**src/rtl/io_arb_pkg.sv**
```systemverilog
// Shared types and helpers for the SPI IO-engine arbiter.
package io_arb_pkg;

    typedef enum logic [1:0] {
        StIdle,
        StSend,
        StBusy,
        StDone
    } arb_state_e;

    localparam int unsigned DefCntW = 4;
    localparam int unsigned MaxReq  = 8;

    // Extract byte number idx from a packed vector of up to MaxReq bytes.
    function automatic logic [7:0] byte_slice(input logic [8*MaxReq-1:0] vec,
                                              input int unsigned         idx);
        logic [8*MaxReq-1:0] shifted;
        shifted = vec >> (idx * 8);
        return shifted[7:0];
    endfunction

endpackage

```
**src/rtl/io_arbiter_if.sv**
```systemverilog
// Requester-side and engine-side signals of the IO arbiter, bundled as one interface.
interface io_arbiter_if
    import io_arb_pkg::*;
#(
    parameter int unsigned NUM_REQ = 4,
    parameter int unsigned CNT_W   = DefCntW
) ();

    logic [NUM_REQ-1:0]       req;
    logic [NUM_REQ*CNT_W-1:0] req_tx_cnt;
    logic [NUM_REQ*CNT_W-1:0] req_rx_cnt;
    logic [NUM_REQ*8-1:0]     req_tx_data;
    logic [NUM_REQ-1:0]       grant;
    logic [NUM_REQ-1:0]       done;
    logic                     err;
    logic [CNT_W-1:0]         tx_index;
    logic [CNT_W-1:0]         rx_index;
    logic [7:0]               rx_data;
    logic [NUM_REQ-1:0]       rx_wr;
    logic                     io_send;
    logic [CNT_W-1:0]         io_tx_cnt;
    logic [CNT_W-1:0]         io_rx_cnt;
    logic [7:0]               io_byte_to_send;
    logic [CNT_W-1:0]         io_tx_index;
    logic [CNT_W-1:0]         io_rx_index;
    logic [7:0]               io_byte_received;
    logic                     io_wr_byte;
    logic                     io_done;

    // Arbiter side.
    modport master (
        input  req, req_tx_cnt, req_rx_cnt, req_tx_data,
        input  io_tx_index, io_rx_index, io_byte_received, io_wr_byte, io_done,
        output grant, done, err, tx_index, rx_index, rx_data, rx_wr,
        output io_send, io_tx_cnt, io_rx_cnt, io_byte_to_send
    );

    // Requesters plus engine.
    modport slave (
        output req, req_tx_cnt, req_rx_cnt, req_tx_data,
        output io_tx_index, io_rx_index, io_byte_received, io_wr_byte, io_done,
        input  grant, done, err, tx_index, rx_index, rx_data, rx_wr,
        input  io_send, io_tx_cnt, io_rx_cnt, io_byte_to_send
    );

endinterface

```
**src/rtl/rr_picker.sv**
```systemverilog
// Combinational round-robin picker: first asserted request at or above ptr, wrapping.
module rr_picker #(
    parameter int unsigned NUM_REQ = 4,
    parameter int unsigned PtrW    = $clog2(NUM_REQ)
) (
    input  logic [NUM_REQ-1:0] req_i,
    input  logic [PtrW-1:0]    ptr_i,
    output logic [NUM_REQ-1:0] gnt_o,
    output logic [PtrW-1:0]    idx_o,
    output logic               valid_o
);

    logic            found;
    logic [PtrW-1:0] cand;

    always_comb begin
        gnt_o = '0;
        idx_o = '0;
        found = 1'b0;
        cand  = '0;
        for (int unsigned i = 0; i < NUM_REQ; i++) begin
            cand = PtrW'((32'(ptr_i) + i) % NUM_REQ);
            if (!found && req_i[cand]) begin
                found       = 1'b1;
                gnt_o[cand] = 1'b1;
                idx_o       = cand;
            end
        end
        valid_o = found;
    end

endmodule

```
**src/rtl/io_arbiter.sv**
```systemverilog
// Round-robin arbiter sharing one half-duplex SPI transaction engine among NUM_REQ requesters.
module io_arbiter
    import io_arb_pkg::*;
#(
    parameter int unsigned NUM_REQ = 4,
    parameter int unsigned CNT_W   = DefCntW,
    parameter int unsigned TIMEOUT = 4096
) (
    input logic          sysClk,
    input logic          reset,
    io_arbiter_if.master bus
);

    localparam int unsigned PtrW = $clog2(NUM_REQ);
    localparam int unsigned WdW  = (TIMEOUT > 0) ? $clog2(TIMEOUT + 1) : 1;
    // Timeout fires in the BUSY cycle where the count of elapsed BUSY cycles reaches TIMEOUT.
    localparam logic [WdW-1:0] WdLimit = (TIMEOUT > 0) ? WdW'(TIMEOUT - 1) : '0;

    arb_state_e         state_q;
    logic [PtrW-1:0]    owner_q;
    logic [PtrW-1:0]    ptr_q;
    logic [WdW-1:0]     wdog_q;
    logic [NUM_REQ-1:0] grant_q;
    logic [NUM_REQ-1:0] done_q;
    logic               err_q;
    logic               io_send_q;
    logic [CNT_W-1:0]   tx_cnt_q;
    logic [CNT_W-1:0]   rx_cnt_q;

    logic [NUM_REQ-1:0] pick_gnt;
    logic [PtrW-1:0]    pick_idx;
    logic               pick_valid;
    logic [CNT_W-1:0]   pick_tx_cnt;
    logic [CNT_W-1:0]   pick_rx_cnt;
    logic [PtrW-1:0]    ptr_next;
    logic [WdW-1:0]     wdog_inc;
    logic               timeout_hit;
    logic               active;
    logic [8*MaxReq-1:0] tx_data_ext;

    rr_picker #(
        .NUM_REQ (NUM_REQ),
        .PtrW    (PtrW)
    ) u_rr_picker (
        .req_i   (bus.req),
        .ptr_i   (ptr_q),
        .gnt_o   (pick_gnt),
        .idx_o   (pick_idx),
        .valid_o (pick_valid)
    );

    assign pick_tx_cnt = bus.req_tx_cnt[pick_idx*CNT_W +: CNT_W];
    assign pick_rx_cnt = bus.req_rx_cnt[pick_idx*CNT_W +: CNT_W];
    assign ptr_next    = (pick_idx == PtrW'(NUM_REQ - 1)) ? '0 : pick_idx + PtrW'(1);
    assign wdog_inc    = (&wdog_q) ? wdog_q : wdog_q + WdW'(1);
    assign timeout_hit = (TIMEOUT > 0) && (wdog_q >= WdLimit);

    always_ff @(posedge sysClk or posedge reset) begin
        if (reset) begin
            state_q   <= StIdle;
            owner_q   <= '0;
            ptr_q     <= '0;
            wdog_q    <= '0;
            grant_q   <= '0;
            done_q    <= '0;
            err_q     <= 1'b0;
            io_send_q <= 1'b1;
            tx_cnt_q  <= '0;
            rx_cnt_q  <= '0;
        end else begin
            done_q    <= '0;
            err_q     <= 1'b0;
            io_send_q <= 1'b1;
            unique case (state_q)
                StIdle: begin
                    if (pick_valid) begin
                        owner_q  <= pick_idx;
                        ptr_q    <= ptr_next;
                        tx_cnt_q <= pick_tx_cnt;
                        rx_cnt_q <= pick_rx_cnt;
                        grant_q  <= pick_gnt;
                        if ((pick_tx_cnt == '0) && (pick_rx_cnt == '0)) begin
                            // Nothing to move: skip the engine and complete directly.
                            state_q <= StDone;
                            done_q  <= pick_gnt;
                        end else begin
                            state_q   <= StSend;
                            io_send_q <= 1'b0;
                        end
                    end
                end
                StSend: begin
                    wdog_q  <= '0;
                    state_q <= StBusy;
                end
                StBusy: begin
                    if (bus.io_done) begin
                        state_q <= StDone;
                        done_q  <= grant_q;
                    end else if (timeout_hit) begin
                        state_q <= StDone;
                        done_q  <= grant_q;
                        err_q   <= 1'b1;
                    end else begin
                        wdog_q <= wdog_inc;
                    end
                end
                StDone: begin
                    grant_q <= '0;
                    state_q <= StIdle;
                end
            endcase
        end
    end

    assign active      = (state_q == StSend) || (state_q == StBusy);
    assign tx_data_ext = (8 * MaxReq)'(bus.req_tx_data);

    always_comb begin
        bus.io_byte_to_send = '0;
        bus.tx_index        = '0;
        bus.rx_index        = '0;
        bus.rx_data         = '0;
        bus.rx_wr           = '0;
        if (active) begin
            bus.io_byte_to_send = byte_slice(tx_data_ext, 32'(owner_q));
            bus.tx_index        = bus.io_tx_index;
            bus.rx_index        = bus.io_rx_index;
            bus.rx_data         = bus.io_byte_received;
            bus.rx_wr[owner_q]  = ~bus.io_wr_byte;
        end
    end

    assign bus.grant     = grant_q;
    assign bus.done      = done_q;
    assign bus.err       = err_q;
    assign bus.io_send   = io_send_q;
    assign bus.io_tx_cnt = tx_cnt_q;
    assign bus.io_rx_cnt = rx_cnt_q;

endmodule
```
**src/flat_wrapper.sv**
```systemverilog
// flat-port wrapper written by rule: the top's interface ports become plain ports
module io_arbiter_flat import io_arb_pkg::*;
#(
    parameter int unsigned NUM_REQ = 4,
    parameter int unsigned CNT_W   = DefCntW,
    parameter int unsigned TIMEOUT = 4096
)
  (sysClk, reset, bus_req, bus_req_tx_cnt, bus_req_rx_cnt, bus_req_tx_data, bus_io_tx_index, bus_io_rx_index, bus_io_byte_received, bus_io_wr_byte, bus_io_done, bus_grant, bus_done, bus_err, bus_tx_index, bus_rx_index, bus_rx_data, bus_rx_wr, bus_io_send, bus_io_tx_cnt, bus_io_rx_cnt, bus_io_byte_to_send);
  io_arbiter_if #(.NUM_REQ(NUM_REQ), .CNT_W(CNT_W)) bus_i ();
  input logic sysClk;
  input logic reset;
  input wire logic [$bits(bus_i.req)-1:0] bus_req;
  input wire logic [$bits(bus_i.req_tx_cnt)-1:0] bus_req_tx_cnt;
  input wire logic [$bits(bus_i.req_rx_cnt)-1:0] bus_req_rx_cnt;
  input wire logic [$bits(bus_i.req_tx_data)-1:0] bus_req_tx_data;
  input wire logic [$bits(bus_i.io_tx_index)-1:0] bus_io_tx_index;
  input wire logic [$bits(bus_i.io_rx_index)-1:0] bus_io_rx_index;
  input wire logic [$bits(bus_i.io_byte_received)-1:0] bus_io_byte_received;
  input wire logic [$bits(bus_i.io_wr_byte)-1:0] bus_io_wr_byte;
  input wire logic [$bits(bus_i.io_done)-1:0] bus_io_done;
  output wire logic [$bits(bus_i.grant)-1:0] bus_grant;
  output wire logic [$bits(bus_i.done)-1:0] bus_done;
  output wire logic [$bits(bus_i.err)-1:0] bus_err;
  output wire logic [$bits(bus_i.tx_index)-1:0] bus_tx_index;
  output wire logic [$bits(bus_i.rx_index)-1:0] bus_rx_index;
  output wire logic [$bits(bus_i.rx_data)-1:0] bus_rx_data;
  output wire logic [$bits(bus_i.rx_wr)-1:0] bus_rx_wr;
  output wire logic [$bits(bus_i.io_send)-1:0] bus_io_send;
  output wire logic [$bits(bus_i.io_tx_cnt)-1:0] bus_io_tx_cnt;
  output wire logic [$bits(bus_i.io_rx_cnt)-1:0] bus_io_rx_cnt;
  output wire logic [$bits(bus_i.io_byte_to_send)-1:0] bus_io_byte_to_send;
  assign bus_i.req = bus_req;
  assign bus_i.req_tx_cnt = bus_req_tx_cnt;
  assign bus_i.req_rx_cnt = bus_req_rx_cnt;
  assign bus_i.req_tx_data = bus_req_tx_data;
  assign bus_i.io_tx_index = bus_io_tx_index;
  assign bus_i.io_rx_index = bus_io_rx_index;
  assign bus_i.io_byte_received = bus_io_byte_received;
  assign bus_i.io_wr_byte = bus_io_wr_byte;
  assign bus_i.io_done = bus_io_done;
  assign bus_grant = bus_i.grant;
  assign bus_done = bus_i.done;
  assign bus_err = bus_i.err;
  assign bus_tx_index = bus_i.tx_index;
  assign bus_rx_index = bus_i.rx_index;
  assign bus_rx_data = bus_i.rx_data;
  assign bus_rx_wr = bus_i.rx_wr;
  assign bus_io_send = bus_i.io_send;
  assign bus_io_tx_cnt = bus_i.io_tx_cnt;
  assign bus_io_rx_cnt = bus_i.io_rx_cnt;
  assign bus_io_byte_to_send = bus_i.io_byte_to_send;
  io_arbiter #(.NUM_REQ(NUM_REQ), .CNT_W(CNT_W), .TIMEOUT(TIMEOUT)) u_core (.sysClk(sysClk), .reset(reset), .bus(bus_i));
endmodule
```
**config.mk**
```make
export PLATFORM = sky130hd
export DESIGN_NAME = io_arbiter_flat
export DESIGN_NICKNAME = d
export VERILOG_FILES = /design/src/rtl/io_arb_pkg.sv /design/src/rtl/io_arbiter_if.sv /design/src/rtl/rr_picker.sv /design/src/rtl/io_arbiter.sv /design/src/flat_wrapper.sv
export SDC_FILE = /design/constraint.sdc
export NUM_CORES = 1
export LEC_CHECK = 0
export BUFFER_PORTS_ARGS = -buffer_cell sky130_fd_sc_hd__buf_2
export CELL_PAD_IN_SITES_DETAIL_PLACEMENT = 0
export CELL_PAD_IN_SITES_GLOBAL_PLACEMENT = 2
export CORE_MARGIN = 2
export CORE_UTILIZATION = 27
export CTS_CLUSTER_DIAMETER = 80
export DETAILED_ROUTE_END_ITERATION = 10
export GPL_ROUTABILITY_DRIVEN = 0
export HOLD_SLACK_MARGIN = 0.12
export PLACE_DENSITY = 0.9
export SLEW_MARGIN = 10
export SYNTH_ARGS = -nofsm -noshare
export SYNTH_HDL_FRONTEND = slang
export SYNTH_HIERARCHICAL = 1
export SYNTH_SLANG_ARGS = --single-unit
```
**constraint.sdc**
```tcl
create_clock -name sysClk -period 4.4 [get_ports sysClk]
set_input_delay 0.44 -clock sysClk [delete_from_list [all_inputs] [get_ports sysClk]]
set_output_delay 0.44 -clock sysClk [all_outputs]
set_load 0.05 [all_outputs]
```
==> metrics.yaml <==
holdCritPathClass: "primary input to async pin"
place_area_um2: 3530
final-setup-viol-count: 0
synth_edf_count: 0
worstReg2RegStart: "u_core/ptr_q[1]$_DFFE_PP0P_"
grt_pass1_vias: 2451
die_height_um: 105
maxCapViolCount: 0
worst_slack_ps: 544
setup_tns_ps: 0
placed_cells: 512
drc_errors: 0
wl_per_cell_um: 13.9
synth_cell_types: 53
timing.hold.ws_ps: 240
fp.coreArea_um2: 9820
criticalPathCategory: "register to register"
start_util_pct: 28.0
fp.dieW_um: 105
grt_overflow: 0
layout-drive-gt1-share_pct: 46.4
num_vias: 2508
preCtsSetupSlack_ps: 540
yosys.area.top_type_share_pct: 32.8
rsz0062_at_grt: "no"
vias_per_cell: 4.83
grt_max_degree: 38
clock-root-buffer: "clkbuf_8"
synth-seq-cells: 37
design_area_um2: 3620
port_buffers: 133
async_flop_share_pct: 100
cp-start-kind: "register"
netlist_instances: 256
synth_area_leaders: "dfrtp_1, mux4_2, and2_1, mux2_2, ha_1"
dieArea_um2: 11000
cts_tree: "built"
track_usage_pct: 13.3
cts_hold_buf: 0
clock_sinks: 37
synthesis.nets: 355
final_cells: 519
cts.reportedPaths.clkPinSlew_ps: 70
fill_cells: 1035
post_cts_resized: 0
clk_path_buf_depth: 2
critPathArrivalTime_ps: 4060
layout.nets: 485
grt_pass1_wl_um: 11900
drv_slew: 0
ys_seq_area_share_pct: 33.8
finalClockSkew_ps: 6.99
ioPinCount: 134
post-route-period-util_pct: 87.6
ir_drop_mv: 0.442
yosysTopAreaCell: "dfrtp_1"
cp-end-kind: "register"
critPathLaunch: "u_core/ptr_q[1]$_DFFE_PP0P_"
syn_avg_cell_area_um2: 10.7
final_hold_viol_count: 0
fin_crit_ps: 3860
synth_area_um2: 2750
required_ps: 4600
ant_nets: 0
cts_setup_buffers: 0
num_rows: 36
slew_headroom_pct: 51.0
dp_hpwl_um: 5830
path_max_fanout: 11
syn_to_final_growth_pct: 31.8
yosysWarnings: 6
worst-slew-pin-transition_ps: 729
power.density_nw_per_um2: 817
antenna_found_initial: 0
htree_levels: 2
antennaDiodeCount: 0
p_leak_nw: 1.73
cts_made_buffers: 5
first_iter_violations: 66
wl_um: 7210
outcome: "finished, final reports clean"
dr.pass1.iters: 5
clock.fmax_mhz: 259
clk_latency_ps: 290
synth_ff_type: "dfrtp_1"
[layout by cell type, fill, tap and decap left out, types with 2 or more instances in the layout]
master / n
nand3_1: 8
dfrtp_1: 36
mux4_2: 15
clkbuf_8: 6
nor2b_1: 3
nand2_1: 16
a22oi_1: 8
inv_1: 11
buf_2: 133
nor2_1: 18
and3_1: 2
xnor2_1: 3
mux2i_1: 2
nand2b_1: 3
o21ai_0: 11
ha_1: 11
mux2_2: 13
and2_1: 25
a22o_1: 6
a21oi_1: 5
buf_4: 3
nor4_1: 4
nand4_1: 3
xor2_1: 4
nor3_1: 3
mux4_1: 5
[final timing paths]
check,endpoint,slack (ps),depth (start not counted)
max,u_core/state_q[1]$_DFFE_PP0P_,540,12
min,u_core/wdog_q[5]$_DFFE_PP0P_,240,3
max reg2reg,u_core/state_q[1]$_DFFE_PP0P_,540,12
min reg2reg,u_core/bus.io_rx_cnt[1]$_DFFE_PP0P_,510,1
max in group asynchronous,u_core/bus.io_send$_DFF_PP1_,3790,3
min in group sysClk,u_core/bus.err$_DFF_PP0_,360,2
[logic make-up after synthesis]
| kind of cell | share of synthesized area (%) |
|---|---|
| and+or+nand+nor | 21.3 |
| xor gates and xnor gates | 2.23 |
| adders and majority gates | 5.01 |
| buffers and inverters | 4.10 |
| AOI/OAI and AO/OA | 10.4 |
| DFF | 33.8 |
| muxes | 23.1 |
[cell usage after synthesis (4+ instances only)]
library cell	instances
dfrtp_1	36
mux4_1	5
mux4_2	15
xor2_1	4
a21oi_1	5
a22oi_1	8
mux2_2	13
clkbuf_1	8
ha_1	11
and2_1	25
nor4_1	4
nand2_1	16
nand3_1	8
inv_1	11
a22o_1	6
nor2_1	18
o21ai_0	11
[stage by stage]
step	utilization, %	total power, W
after global routing	36.9	0.00318
after floorplan	-	0.00232
after detailed placement	36.0	0.00274
final	36.9	0.00296
after CTS	36.9	0.00298
after global placement	36.0	0.00271
[registers in the layout, indices dropped and copies added, names as in the netlist]
register,flops
u_core/bus.io_send,1
u_core/bus.io_rx_cnt,4
u_core/wdog_q,13
u_core/bus.io_tx_cnt,4
u_core/bus.done,4
u_core/owner_q,2
u_core/bus.grant,4
u_core/state_q,2
u_core/ptr_q,2
u_core/bus.err,1
[power by group]
part / switching [W] / total [W] / internal (W) / leakage [nW]
combinational: 0.00139 / 0.00218 / 0.000783 / 1.20
sequential: 0.000105 / 0.000545 / 0.000439 / 0.481
clock: 0.000112 / 0.000236 / 0.000124 / 0.0443
[worst max-delay path: stages, from the launching register on]
cell and delay, ps:
dfrtp_1 510, inv_1 150, ha_1 380, mux4_2 440
and2b_2 300, o21ai_0 100, o31ai_2 70, buf_4 240
mux4_2 530, or4_1 600, nor3_4 250, a21oi_2 60
o22ai_1 140
[routing by layer]
metal | vias to the layer above | share of wire, % | GRT usage (%)
li1 | 1213 | - | -
met1 | 1189 | 44 | 17.2
met2 | 102 | 48 | 22.0
met3 | 4 | 7.6 | 4.37
met4 | 0 | 0.55 | 2.00
met5 | - | 0 | 0
[area by class of cell]
cell class / count / area, um^2 / area share, %
repair buffers: 136 / 688 / 19.0
inverters: 11 / 41.3 / 1.14
flip-flops and latches: 37 / 927 / 25.6
multi-input cells: 195 / 1710 / 47.3
well taps: 133 / 166 / 4.60
clock buffers: 7 / 86.3 / 2.38
No activity file was read; power rests on OpenSTA's default activity.
